===== src/rtl/irq_pkg.sv =====
// rtl/irq_pkg.sv - FSM state encoding and register offsets shared by the interrupt arbiter
package irq_pkg;

  typedef enum logic [1:0] {
    IDLE    = 2'd0,
    REQ     = 2'd1,
    SERVICE = 2'd2
  } irq_state_e;

  localparam logic [3:0] IRQ_PENDING  = 4'h0;
  localparam logic [3:0] IRQ_ENABLE   = 4'h4;
  localparam logic [3:0] IRQ_CLAIM    = 4'h8;
  localparam logic [3:0] IRQ_COMPLETE = 4'hC;

endpackage


===== src/rtl/irq_sync_edge.sv =====
// rtl/irq_sync_edge.sv - per-source synchronizer with rising-edge or level event detection
module irq_sync_edge #(
  parameter int SYNC_STAGES = 2,
  parameter bit EDGE        = 1'b1
) (
  input  logic clk,
  input  logic rst,
  input  logic src_in,
  output logic evt
);

  logic [SYNC_STAGES-1:0] sync_q, sync_d;
  logic                   src_s_d_q, src_s_d_d;
  logic                   src_s;

  assign src_s = sync_q[SYNC_STAGES-1];

  always_comb begin
    sync_d    = {sync_q[SYNC_STAGES-2:0], src_in};
    src_s_d_d = src_s;
  end

  always_ff @(posedge clk) begin
    if (rst) begin
      sync_q    <= '0;
      src_s_d_q <= 1'b0;
    end else begin
      sync_q    <= sync_d;
      src_s_d_q <= src_s_d_d;
    end
  end

  assign evt = EDGE ? (src_s & ~src_s_d_q) : src_s;

endmodule


===== src/rtl/irq_arbiter.sv =====
// rtl/irq_arbiter.sv - fixed-priority interrupt arbiter with pending/enable/claim/complete registers
module irq_arbiter
  import irq_pkg::*;
#(
  parameter int               N_SRC       = 8,
  parameter int               ID_W        = 3,
  parameter int               SYNC_STAGES = 2,
  parameter logic [N_SRC-1:0] EDGE_MASK   = {N_SRC{1'b1}}
) (
  input  logic             clk,
  input  logic             rst,
  input  logic [N_SRC-1:0] irq_src,
  input  logic [3:0]       reg_addr,
  input  logic [31:0]      reg_wdata,
  input  logic             reg_we,
  input  logic             reg_re,
  output logic [31:0]      reg_rdata,
  input  logic             trap_ack,
  output logic             e_inter
);

  logic [N_SRC-1:0] evt;
  logic [N_SRC-1:0] pending_q, pending_d;
  logic [N_SRC-1:0] enable_q, enable_d;
  logic [N_SRC-1:0] clr;
  logic [N_SRC-1:0] req_vec;
  logic [ID_W-1:0]  claim_id_q, claim_id_d;
  irq_state_e       state_q, state_d;
  logic             e_inter_q;
  logic [3:0]       addr_w;
  logic             wr_pending, wr_enable, complete_hit;
  logic             unused_ok;

  function automatic logic [ID_W-1:0] pick_winner(input logic [N_SRC-1:0] vec);
    pick_winner = '0;
    for (int i = N_SRC - 1; i >= 0; i--) begin
      if (vec[i]) pick_winner = ID_W'(i);
    end
  endfunction

  for (genvar g = 0; g < N_SRC; g++) begin : g_src
    irq_sync_edge #(
      .SYNC_STAGES(SYNC_STAGES),
      .EDGE       (EDGE_MASK[g])
    ) u_sync (
      .clk   (clk),
      .rst   (rst),
      .src_in(irq_src[g]),
      .evt   (evt[g])
    );
  end

  // Reads are side-effect free, so reg_re and the byte-lane bits carry no function here.
  assign unused_ok = ^{reg_re, reg_addr[1:0], reg_wdata[31:N_SRC]};

  assign addr_w       = {reg_addr[3:2], 2'b00};
  assign wr_pending   = reg_we && (addr_w == IRQ_PENDING);
  assign wr_enable    = reg_we && (addr_w == IRQ_ENABLE);
  assign complete_hit = reg_we && (addr_w == IRQ_COMPLETE) &&
                        (reg_wdata[ID_W-1:0] == claim_id_q);
  assign req_vec      = pending_q & enable_q;

  always_comb begin
    state_d    = state_q;
    claim_id_d = claim_id_q;
    enable_d   = enable_q;
    clr        = '0;
    if (wr_pending) clr = reg_wdata[N_SRC-1:0];
    if (wr_enable)  enable_d = reg_wdata[N_SRC-1:0];
    case (state_q)
      IDLE: begin
        if (|req_vec) begin
          claim_id_d = pick_winner(req_vec);
          state_d    = REQ;
        end
      end
      REQ: begin
        // A taken trap wins over a same-cycle mask or W1C withdrawal.
        if (trap_ack) begin
          state_d = SERVICE;
          if (EDGE_MASK[claim_id_q]) clr[claim_id_q] = 1'b1;
        end else if (!enable_q[claim_id_q] || !pending_q[claim_id_q]) begin
          state_d = IDLE;
        end
      end
      SERVICE: begin
        if (complete_hit) state_d = IDLE;
      end
      default: state_d = IDLE;
    endcase
    pending_d = (pending_q & ~clr) | evt;
  end

  always_ff @(posedge clk) begin
    if (rst) begin
      state_q    <= IDLE;
      claim_id_q <= '0;
      pending_q  <= '0;
      enable_q   <= '0;
      e_inter_q  <= 1'b0;
    end else begin
      state_q    <= state_d;
      claim_id_q <= claim_id_d;
      pending_q  <= pending_d;
      enable_q   <= enable_d;
      e_inter_q  <= (state_d == REQ);
    end
  end

  assign e_inter = e_inter_q;

  always_comb begin
    reg_rdata = '0;
    case (addr_w)
      IRQ_PENDING: reg_rdata[N_SRC-1:0] = pending_q;
      IRQ_ENABLE:  reg_rdata[N_SRC-1:0] = enable_q;
      IRQ_CLAIM: begin
        reg_rdata[ID_W-1:0] = claim_id_q;
        reg_rdata[31]       = (state_q == SERVICE);
      end
      default: reg_rdata = '0;
    endcase
  end

endmodule

===== config.mk =====
export PLATFORM = sky130hd
export DESIGN_NAME = irq_arbiter
export DESIGN_NICKNAME = d
export VERILOG_FILES = /design/src/rtl/irq_pkg.sv /design/src/rtl/irq_sync_edge.sv /design/src/rtl/irq_arbiter.sv
export SDC_FILE = /design/constraint.sdc
export NUM_CORES = 1
export LEC_CHECK = 0
export ABC_CLOCK_PERIOD_IN_PS = 2550
export BUFFER_PORTS_ARGS = -buffer_cell sky130_fd_sc_hd__buf_2
export CAP_MARGIN = 20
export CORE_UTILIZATION = 49
export DETAILED_ROUTE_END_ITERATION = 7
export PLACE_DENSITY = 0.8
export SYNTH_ARGS = -nofsm -noshare
export SYNTH_HDL_FRONTEND = slang
export SYNTH_SLANG_ARGS = --single-unit

===== constraint.sdc =====
create_clock -name clk -period 2.55 [get_ports clk]
set_clock_uncertainty 0.2 [all_clocks]
set_input_delay 0.3825 -clock clk [delete_from_list [all_inputs] [get_ports clk]]
set_output_delay 0.3825 -clock clk [all_outputs]
set_load 0.01 [all_outputs]

After elaboration in Yosys (flattened, before gate mapping)
Memories as Yosys holds them, arrays and structs flattened. A register that Yosys moved wholly into a read port is not among the register bits. Index checks and enable logic that the tools add are counted.

Register bits: 46. Memory bits (read-only): 8. Input port bits: 49. Output and inout port bits: 33. Memories kept: 1.

Memories: (no name shown) (depth 8, width 1, rd ports 1, clocked after memory_dff 1, write ports 0, RTL line irq_arbiter.sv:81) `if (EDGE_MASK[claim_id_q]) clr[claim_id_q] = 1'b1;`.

Order comparisons: 2. Equality and inequality tests: 7. Mux-type cells: 29. Bitwise gates (word level): 21. Reduce and logical (&&, ||, !) cells: 12.

Operators with widths (count): $mux W8 (4); $mux W3 (10); $and A8 B8 Y8 (2); $or A8 B8 Y8 (2); $pmux W5 S2 (1); $pmux W3 S3 (1); $and A1 B1 Y1 (8); $mux W2 (4); $not A1 Y1 (8); $not A8 Y8 (1); $reduce_or A8 Y1 (1); $bmux W1 S3 (2); $eq A2 B1 Y1 const B (3); $eq A2 B2 Y1 const B (3); $pmux W2 S3 (1); $logic_and A1 B1 Y1 (5); $mux W1 (5); $logic_not A4 Y1 (1); $lt A3 B4 Y1 const B (1); $demux W1 S3 (1); $eq A3 B3 Y1 (1); $ge A3 B1 Y1 const B (1); $logic_not A1 Y1 (2); $logic_not A2 Y1 (1); other kinds (2) (2).

Depth between registers and ports, before layout
Gate-level depths: netlist (run 1).

Depth in word-level cells: 11. Gate-level depth with buffers: 5. Gate-level depth less buffers: 4.

Cells and area by module
Synthesis (run 1) repeated with hierarchy kept, for this count alone.

Cells, all modules: 237. Area, all modules: 2199.6 um^2.

By module, submodules not included: irq_arbiter (instances 1, cells an instance 181, area an instance 1498.9 um^2, seq. area each 440.4 um^2); irq_sync_edge (instances 8, cells an instance 7, area an instance 87.6 um^2, seq. area each 60.1 um^2).

Worst setup path before layout (run 1)
No wires, ideal clock.

Kind: input to output. From: in reg_addr[2]. To: out reg_rdata[0]. Arrival time: 1197 ps. Required time: 1967 ps. Slack: 770 ps. Stages: 3. Cell sequence: clkbuf_1 -> mux2i_1 -> o21ai_0.

Longest elaborated chain between the ends: 2.

RTL lines: start, declared (RTL line irq_arbiter.sv:13) `input logic [3:0] reg_addr,`; $eq A2 B2 Y1, or another cell as far along (RTL line irq_arbiter.sv:114) `case (addr_w)`; $pmux W3 S3 * (RTL line irq_arbiter.sv:114); end, declared (RTL line irq_arbiter.sv:17) `output logic [31:0] reg_rdata,`.

Every way passes the cells marked *; elsewhere a longest branch is shown, timed or not.

Worst setup path after layout (run 1)
From: reg claim_id_q[0]. To: reg e_inter_q (netlist: e_inter).

Longest elaborated chain between the ends: 8.

RTL lines: start, declared (RTL line irq_arbiter.sv:27) `logic [ID_W-1:0] claim_id_q, claim_id_d;`; start signal, assigned (RTL line irq_arbiter.sv:103) `claim_id_q <= claim_id_d;`; $bmux W1 S3 (RTL line irq_arbiter.sv:82) `end else if (!enable_q[claim_id_q] || !pending_q[claim_id_q]) begin`; $mux W1 (not written as such) (RTL line irq_arbiter.sv:82); $logic_not A1 Y1 (RTL line irq_arbiter.sv:82); $logic_or A1 B1 Y1 (RTL line irq_arbiter.sv:82); $mux W2 (RTL line irq_arbiter.sv:82); $mux W2 (RTL line irq_arbiter.sv:79) `if (trap_ack) begin`; $pmux W2 S3 * (RTL line irq_arbiter.sv:70) `case (state_q)`; $eq A2 B1 Y1 * (RTL line irq_arbiter.sv:106) `e_inter_q <= (state_d == REQ);`; end signal, assigned (RTL line irq_arbiter.sv:106); end, declared (RTL line irq_arbiter.sv:29) `logic e_inter_q;`.

Every way passes the cells marked *; elsewhere a longest branch is shown, timed or not. The select of a mux whose other input is x is not followed. A chain may end at the register's enable or synchronous reset.

==> impl_metrics.csv, run 1 <==
group,metric,value,unit
outcome,status,"completed",
final_layout,n_antenna_cell,0,
routing,wl_per_cell,12.3,um
place,port_buffers,31,
sta,finalWorstSetupSlack,0.421,ns
sta,holdWs,0.0770,ns
sta,tns,0,ns
pwr,ir_drop,394,uV
global_routing,grt_max_degree,37,
die,coreArea,4140,um^2
clocking,cts_tree,"yes",
routing,drc,0,
setup_path,slowest_stage,"dfxtp_1",
global_routing,grt.overflow.total,0,
yosys,synth_cell_types,39,
clocking,cts_hold_buf,0,
pwr,power,1.36,mW
die,rows,23,
setup_path,critPathRequiredTime,2.55,ns
yosys,synth_area_leader_cell,"dfxtp_1",
final_layout,syn_to_final_growth,7.75,%
setup_path,worst_path_largest_cell_delay,0.64,ns
final_layout,n_fill_cell,388,
routing,totalWireLength,3920,um
yosys,seq_area_frac_synth,42.0,%
setup_path,end_kind,"register",
die,die-width,68.9,um
global_routing,grt_pass1_wl,6000,um
place,dp.cells,310,
setup_path,path_class,"register to register",
setup_path,path_buf_inv,0,
yosys,synth_top_family_by_area,"simple AND/OR/NAND/NOR gates",
setup_path,crit_chain,"mux4_1 > mux2i_1 > or4_1 > a221oi_1",
clocking,cts.path.max_buffers,2,
routing,drtIter0Drc,149,
sta,tightest_slew,0.565,ns
yosys,yosys.area_share.simple,20.0,%
routing,vias_per_cell,5.08,
die,pin_count,82,
place,hpwl,2790,um
final_layout,drive_above_1_share,16.8,%
die,die_h,68.9,um
pwr,power_density,574,nW/um^2
yosys,ys.flop_type,"dfxtp_1",
place,gp_congestion,0.873,
final_layout,nNetsFinal,316,
place,placed_area,2270,um^2
yosys,yosys_warnings,0,
yosys,synth_area_leaders,"dfxtp_1 42%, buf_4 8.6%, mux2i_1 7.8%",
global_routing,antenna_found_initial,0,
die,start_util,53.0,%
final_layout,fin_cells,318,
yosys,synth_edf_count,0,
final_layout,final_area,2360,um^2
clocking,cts_inserted_buffers,5,
yosys,synthCells,240,
place,place_ws,0.438,ns
setup_path,worstPathMaxFanout,12,
sta,fmax,0.470,GHz
setup_path,cp_top_family,"flip-flops",
yosys,async_flop_share,0,%
yosys,ys_ff_latch,46,
yosys,synthMuxAreaShare,11.7,%
flow_run,maxCapViolCount,0,
clocking,post_cts_buffers,0,
global_routing,grt_pass1_vias,1299,
sta,maxSlewHeadroom,62.2,%
sta,finalHoldViolCount,0,
yosys,ys_top_cells_by_count,"46 x dfxtp_1, 25 x buf_4, 19 x nor2b_1",
clocking,h-tree-depth,2,
sta,setup_viol,0,
sta,drv_slew,0,
routing,ant_nets,0,
yosys,synthAdderAreaFrac,0,%
routing,vias,1615,
yosys,synth_area,2190,um^2
clocking,insertion_delay,0.30,ns
yosys,yosysMostFrequentCell,"dfxtp_1",
yosys,yosys.area_share.xor_xnor,1.20,%
global_routing,grtUsageTotal,17.8,%
yosys,yosysTopAreaCellShare,42.0,%
setup_path,cp-start-kind,"register",
die,fp.dieArea,4750,um^2
sta,rsz0062_at_grt,"false",
clocking,clock_sinks,46,
setup_path,arrival,2.13,ns
min_path,hold_class,"primary input to register",
final_layout,utilization,57.1,%
yosys,syn_area_per_cell,9.14,um^2
sta,fin_crit_sh,83.5,%
clocking,post_cts_resized,0,
clocking,clk_pin_slew,0.09,ns
sta,fin_crit,2.13,ns
yosys,synth_compound_area_share,12.7,%
pwr,power_leakage,1.11,nW
clocking,cts_root_buffer,"clkbuf_8",
routing,dr.pass1.iters,4,
==> registers in the layout (all words and copies together), names as in the netlist <==
name and cells:
state_q 2, e_inter 1, pending_q 8, enable_q 8
g_src.u_sync.sync_q 16, claim_id_q 3, g_src.u_sync.src_s_d_q 8
==> power breakdown <==
| group | switching [mW] | internal [mW] | leakage (nW) | total [mW] |
|---|---|---|---|---|
| registers | 0.0234 | 0.746 | 0.377 | 0.770 |
| clock network | 0.259 | 0.203 | 0.0495 | 0.462 |
| logic | 0.0700 | 0.0548 | 0.682 | 0.125 |
| total | 0.352 | 1.00 | 1.11 | 1.36 |
==> final cells by class <==
cell class / count / area (um^2) / share of cell area (%)
multi-input cells: 173 / 1090 / 45.9
flip-flops and latches: 46 / 921 / 38.9
repair buffers: 33 / 170 / 7.20
clock buffers: 5 / 68.8 / 2.91
well taps: 50 / 62.6 / 2.65
inverters: 8 / 30.0 / 1.27
clock inverters: 3 / 26.3 / 1.11
==> cells in the final DEF (no fill, tap or decap) <==
cell type	count
nand4b_1	1
or2b_1	2
or4_1	1
nor2b_1	19
xnor2_1	3
a221oi_1	2
a22oi_1	4
o211ai_1	1
mux2i_1	17
o21ai_0	17
nand4_1	1
a2111oi_0	1
buf_4	2
nand3b_1	4
o2bb2ai_1	2
nand2_1	17
a41o_1	1
mux2_1	2
and3b_1	1
or2b_2	1
o22ai_1	1
and2b_2	1
mux4_1	2
nor2_1	15
a32oi_1	2
a21oi_1	11
or2_2	1
and3_1	1
inv_6	3
mux2_2	1
buf_2	31
a211oi_1	2
nor3b_1	1
clkbuf_8	5
a41oi_1	1
nand2b_1	12
dfxtp_1	46
conb_1	23
nor3_1	2
inv_1	8
==> layer usage <==
layer	global-route usage, %	wire (um)	vias to the layer above
met1	22.4	1800	730
li1	-	-	824
met2	28.5	1890	57
met4	6.89	32	0
met3	4.93	201	4
met5	0	0	-
==> worst paths after layout <==
check | cells past startpoint | to | from | slack [ns]
min | 2 | g_src[7].u_sync.sync_q[0] | irq_src[7] | 0.08
max | 4 | e_inter | claim_id_q[0] | 0.42
min reg2reg | 1 | pending_q[2] | g_src[2].u_sync.src_s_d_q | 0.22
max reg2reg | 4 | e_inter | claim_id_q[0] | 0.42
==> cells by family (layout without fill, tap and decap cells) <==
group | after synthesis | count (layout)
AND/OR/NAND/NOR | 80 | 80
flip-flops | 46 | 46
AO/OA/AOI/OAI | 45 | 45
buffers and inverters | 43 | 49
multiplexers | 22 | 22
XOR/XNOR | 3 | 3
other | 1 | 23
Note: power is estimated with default switching activity, not from simulation.
==> run 2, diff against run 1 <==
- ABC_AREA: not set -> 1
- ABC_CLOCK_PERIOD_IN_PS: 2550 -> 1850
- CORE_UTILIZATION: 49 -> 44
- PLACE_DENSITY: 0.8 -> 0.76
- clock period: 2.55 -> 1.85 ns (I/O delays scaled with it)
==> run 2 against run 1 <==
Against the previous run:
- utilization fell by 4.6 points
- final area grew 5.5%
- final cell count rose by 31%
- global-route usage increased by 0.45 points
- register-to-register slack hardly changed
- critical endpoint is now reg_rdata[2]
==> impl_metrics.csv, run 2 <==
group,metric,value,unit
routing,drc,0,
die,coreArea,4750,um^2
setup_path,rr_endpoint,"state_q[0]",
clocking,cts.path.max_buffers,2,
yosys,seq_area_frac_synth,42.0,%
sta,rsz0062_at_grt,"false",
final_layout,final_common_cell,"nand2_1",
routing,drtIter0Drc,152,
final_layout,final_cell_mix,"57 x nand2_1, 53 x nor2_1, 49 x inv_1",
yosys,synth_area_leader_cell,"dfxtp_1",
setup_path,regToRegSetupSlack,0.41,ns
sta,holdWs,0.0638,ns
clocking,clk_pin_slew,0.09,ns
global_routing,grt_pass1_wl,7330,um
setup_path,r2r_start,"claim_id_q[0]",
yosys,async_flop_share,0,%
global_routing,grt.overflow.total,0,
yosys,synthCells,311,
final_layout,nNetsFinal,399,
yosys,ys_ff_latch,46,
clocking,cts_root_buffer,"clkbuf_8",
final_layout,utilization,52.5,%
place,port_buffers,31,
sta,fin_crit,1.69,ns
die,pin_count,82,
routing,totalWireLength,4270,um
routing,wl_per_cell,10.2,um
setup_path,cp-start-kind,"register",
clocking,cts_tree,"yes",
place,hpwl,3210,um
routing,dr.pass1.iters,4,
clocking,cts_inserted_buffers,5,
yosys,yosys_warnings,0,
clocking,insertion_delay,0.30,ns
setup_path,end_kind,"output pin",
yosys,synth_edf_count,0,
global_routing,antenna_found_initial,0,
die,start_util,46.1,%
routing,vias,1850,
min_path,hold_depth,3,
sta,tns,0,ns
setup_path,arrival,1.22,ns
final_layout,largest_reg_flops,16,
yosys,synth_area_leaders,"dfxtp_1 42%, nand2_1 9.8%, nor2_1 9.1%",
die,die-width,72.6,um
clocking,h-tree-depth,2,
yosys,synth_cell_types,27,
final_layout,drive_above_1_share,16.0,%
outcome,status,"completed",
sta,finalHoldViolCount,0,
sta,fin_crit_sh,91.5,%
routing,vias_per_cell,4.43,
die,fp.dieArea,5270,um^2
sta,setup_viol,0,
yosys,ys_top_cells_by_count,"57 x nand2_1, 53 x nor2_1, 49 x inv_1, 46 x dfxtp_1, 25 x buf_4",
final_layout,syn_to_final_growth,13.8,%
die,rows,25,
setup_path,cp-startpoint,"claim_id_q[2]",
routing,ant_nets,0,
clocking,post_cts_buffers,0,
pwr,power_density,828,nW/um^2
min_path,hold_class,"primary input to register",
sta,drv_slew,0,
pwr,power,2.07,mW
yosys,syn_area_per_cell,7.05,um^2
final_layout,n_antenna_cell,0,
setup_path,rr_worst_depth,6,
global_routing,grt_max_degree,25,
setup_path,path_class,"register to output pin",
yosys,ys.flop_type,"dfxtp_1",
final_layout,top_register,"g_src.u_sync.sync_q",
pwr,power_leakage,1.19,nW
clocking,clock_sinks,46,
yosys,yosysMostFrequentCell,"nand2_1",
pwr,ir_drop,649,uV
yosys,yosysTopAreaCellShare,42.0,%
place,gp_congestion,0.902,
setup_path,critPathRequiredTime,1.37,ns
setup_path,timing.critical_path.to,"reg_rdata[2]",
flow_run,maxCapViolCount,0,
sta,fmax,0.591,GHz
global_routing,grt_pass1_vias,1692,
setup_path,worstPathMaxFanout,8,
yosys,synth_area,2190,um^2
die,die_h,72.6,um
global_routing,grtUsageTotal,18.2,%
-- run 2: timing repair --
item	in CTS	in global routing
gates resized for setup	0	2
endpoints found under the setup margin	0	2
hold buffers	8	0
endpoints found under the hold margin	8	0
-- run 2: cell families after synthesis --
group / after synthesis / synth area share [%]
buffers and inverters: 85 / 19.6
and+or+nand+nor: 132 / 25.3
AOI/OAI and AO/OA: 44 / 11.8
DFF: 46 / 42.0
xor gates and xnor gates: 3 / 1.20
other: 1 / 0.171
-- run 2: cell type report --
class                           instances  area, um^2
Clock buffer                            6        72.6
Clock inverter                          2        37.5
Fill cell                             495        2260
Inverter                               54         203
Multi-Input combinational cell        202         925
Sequential cell                        46         923
Tap cell                               67        83.8
Timing Repair Buffer                   41         250
-- run 2: power breakdown --
| part | internal (mW) | switching (mW) | total (mW) | leakage, nW |
|---|---|---|---|---|
| Clock | 0.403 | 0.328 | 0.731 | 0.0514 |
| Combinational | 0.0991 | 0.166 | 0.265 | 0.762 |
| Sequential | 1.04 | 0.0337 | 1.07 | 0.378 |
| Total | 1.54 | 0.528 | 2.07 | 1.19 |
-- run 2: how the worst min path moves through the flow --
| stage | from | endpoint | slack, ns |
|---|---|---|---|
| 3_5_place_dp | g_src[0].u_sync.sync_q[0] | g_src[0].u_sync.sync_q[1] | 0.19 |
| 2_1_floorplan | irq_src[0] | g_src[0].u_sync.sync_q[0] | 0.18 |
| 6_report | reg_wdata[5] | enable_q[5] | 0.06 |
| 5_1_grt | trap_ack | state_q[1] | 0.07 |
| 4_1_cts | trap_ack | state_q[1] | 0.06 |
| 3_3_place_gp | g_src[2].u_sync.sync_q[0] | g_src[2].u_sync.sync_q[1] | 0.19 |
-- run 2: metal layers --
| metal | wire, um | global-route usage [%] |
|---|---|---|
| met1 | 2020 | 22.6 |
| met2 | 1940 | 30.5 |
| met3 | 241 | 4.83 |
| met4 | 74 | 6.54 |
| met5 | 0 | 0 |
-- run 2: stage by stage --
step	instance area [um^2]	std cells	worst slack (ns)
detailed placement	2300	402	0.355
finish	2490	418	0.157
floorplan	2270	333	0.552
CTS	2490	418	0.0281
global placement	2300	402	0.362
global route	2490	418	0.0705
-- run 2: critical path, stage by stage, from the launching register on --
cell      delay, ns
dfxtp_2        0.45
inv_2          0.08
o221ai_1       0.21
buf_2          0.17
==> run 3, diff against run 2 <==
- ABC_CLOCK_PERIOD_IN_PS: 1850 -> 1350
- SYNTH_HIERARCHICAL: not set -> 1
- clock period: 1.85 -> 1.35 ns (I/O delays scaled with it)
==> run 3 against run 2 <==
Against the previous run:
- the run now ends with setup timing left
- first-iteration DRC count shrank 22%
- highest routed layer unchanged
- critical endpoint is now reg_rdata[31]
- final area up 17%
- worst setup slack worse by 0.26 ns
- final cell count increased by 5.7%
- hold slack got worse by 0.053 ns
- largest power group unchanged
- synthesized cell count decreased by 1.3%
==> impl_metrics.csv, run 3 <==
group,metric,value,unit
routing,dr.pass1.iters,5,
global_routing,grt.overflow.total,0,
sta,rsz0062_at_grt,"true",
setup_path,regToRegSetupSlack,-0.08,ns
final_layout,n_fill_cell,465,
clocking,cts_tree,"yes",
sta,drv_slew,0,
yosys,synthCells,307,
setup_path,cp-start-kind,"register",
pwr,power_density,953,nW/um^2
sta,fmax,0.687,GHz
routing,totalWireLength,5190,um
clocking,insertion_delay,0.30,ns
final_layout,n_antenna_cell,0,
final_layout,largest_reg_flops,16,
die,coreArea,4750,um^2
routing,drc,0,
global_routing,grtUsageTotal,20.8,%
yosys,ys.flop_type,"dfxtp_1",
place,port_buffers,31,
clocking,clk_pin_slew,0.08,ns
pwr,power_leakage,1.37,nW
final_layout,final-seq-area,952,um^2
clocking,cts_root_buffer,"clkbuf_8",
setup_path,worstPathMaxFanout,2,
pwr,pwr-share-comb,18.6,%
yosys,synth_area_leader_cell,"dfxtp_1",
setup_path,critPathRequiredTime,0.95,ns
flow_run,maxCapViolCount,0,
die,die_h,72.5,um
sta,finalHoldViolCount,0,
final_layout,final_cell_mix,"47 x nor2_1, 44 x nand2_1, 39 x inv_1",
yosys,synth_cell_types,25,
place,hpwl,3550,um
die,fp.dieArea,5250,um^2
yosys,yosysTopAreaCellShare,42.2,%
routing,wl_per_cell,11.7,um
setup_path,end_kind,"output pin",
yosys,async_flop_share,0,%
global_routing,grt_max_degree,37,
yosys,ys_ff_latch,46,
global_routing,grt_pass1_wl,8370,um
final_layout,utilization,61.2,%
clocking,cts_inserted_buffers,5,
pwr,ir_drop,792,uV
clocking,h-tree-depth,2,
sta,fin_crit_sh,108,%
clocking,clock_sinks,46,
die,die-width,72.5,um
final_layout,syn_to_final_growth,33.3,%
yosys,yosys_warnings,6,
final_layout,multi_input_area,1110,um^2
place,gp_congestion,0.924,
die,pin_count,82,
yosys,synth_area_leaders,"dfxtp_1 42%, nand2_1 8.8%, nor2_1 8.8%",
routing,vias,2012,
sta,fin_crit,1.46,ns
outcome,violations,"setup timing",
final_layout,top_register,"g_src.u_sync/sync_q",
routing,drtIter0Drc,118,
pwr,switching_share,28.0,%
outcome,status,"finished, violations left",
sta,finalWorstSetupSlack,-0.106,ns
yosys,syn_area_per_cell,7.12,um^2
min_path,hold_depth,3,
setup_path,path_class,"register to output pin",
min_path,holdPathEnd,"enable_q[5]",
global_routing,grt_pass1_vias,1840,
routing,vias_per_cell,4.55,
die,rows,25,
pwr,p_sw,0.778,mW
sta,setup_viol,18,
clocking,cts.path.max_buffers,2,
sta,holdWs,0.0111,ns
routing,ant_nets,0,
global_routing,antenna_found_initial,0,
pwr,p_int,2.00,mW
setup_path,rr_endpoint,"e_inter",
final_layout,final_common_cell,"nor2_1",
yosys,ys_top_cells_by_count,"51 x nand2_1, 51 x nor2_1, 50 x inv_1, 46 x dfxtp_1, 24 x buf_4",
die,start_util,45.9,%
pwr,pwr-share-seq,52.8,%
final_layout,drive_above_1_share,36.0,%
yosys,seq_area_frac_synth,42.2,%
yosys,synth_edf_count,0,
setup_path,arrival,1.05,ns
pwr,pwr-share-clk,28.6,%
final_layout,nNetsFinal,424,
min_path,hold_class,"primary input to register",
setup_path,rr_worst_depth,6,
yosys,synth_area,2180,um^2
min_path,hp-start,"reg_wdata[5]",
setup_path,r2r_start,"claim_id_q[0]",
==> run 3: changes by cell type after synthesis, sizes merged, moves of 2 or more <==
cell / change
nor2: -2
a31oi: -5
buf: -4
a21oi: +10
nand2: -6
nand3: +2
==> run 3: worst max-delay path, stage by stage (launching register included) <==
cell and delay (ns):
dfxtp_2 0.34, inv_2 0.04, buf_6 0.10, nor3_2 0.13, buf_2 0.14
==> run 3: per-stage QoR <==
stage	setup WS (ns)	TNS, ns	instance area, um^2	instances	power, mW
after global placement	-0.0274	-0.117	2410	415	1.87
after global routing	-0.159	-2.18	2910	442	2.93
after CTS	-0.121	-0.807	2800	441	2.76
final	-0.106	-1.05	2910	442	2.77
after detailed placement	-0.0786	-0.462	2410	415	1.88
after floorplan	0.103	0	2270	329	1.79
==> run 3: routing by layer <==
metal	share of wire [%]	global-route usage, %	vias up	wire length, um
li1	-	-	1040	-
met1	43	26.1	912	2210
met2	51	35.9	54	2660
met3	5.1	4.58	6	267
met4	1.0	5.88	0	53
met5	0	0	-	0
==> run 3: cells by family (layout without fill, tap and decap cells) <==
logic type	after synthesis	in the layout	synth area share [%]
XOR/XNOR	3	3	1.20
buffers and inverters	81	127	19.1
other	1	23	0.172
AO/OA/AOI/OAI	49	49	12.9
flip-flops	46	46	42.2
AND/OR/NAND/NOR	127	127	24.5
==> run 3: what timing repair did <==
action	4_1_cts	5_1_grt
setup buffers	10	1
gates resized for setup	58	28
hold endpoints to repair	10	0
endpoints found under the setup margin	18	23
pin swaps	19	17
hold buffers	10	0
==> run 3: worst max-delay path by stage <==
| stage | start | end | slack (ns) | depth (start not counted) |
|---|---|---|---|---|
| 2_1_floorplan | claim_id_q[1] | pending_q[2] | 0.10 | 6 |
| 3_3_place_gp | reg_addr[3] | pending_q[2] | -0.03 | 7 |
| 3_5_place_dp | reg_addr[3] | pending_q[3] | -0.08 | 7 |
| 4_1_cts | state_q[1] | reg_rdata[31] | -0.12 | 4 |
| 5_1_grt | state_q[1] | reg_rdata[31] | -0.16 | 4 |
| 6_report | state_q[1] | reg_rdata[31] | -0.11 | 4 |
==> run 3: power by group through the flow <==
stage / Combinational (mW) / Sequential [mW] / Clock [mW]
finish: 0.515 / 1.47 / 0.794
floorplan: 0.310 / 1.48 / 0
global route: 0.568 / 1.47 / 0.891
CTS: 0.478 / 1.46 / 0.822
global placement: 0.388 / 1.48 / 0
detailed placement: 0.396 / 1.48 / 0
==> run 3: layout make-up <==
class                      instances  share of cell area (%)
multi-input combinational        202                    38.0
sequential                        46                    32.7
timing repair buffer              67                    16.6
inverter                          53                    7.00
tap                               67                    2.88
clock buffer                       6                    2.49
clock inverter                     1                   0.258
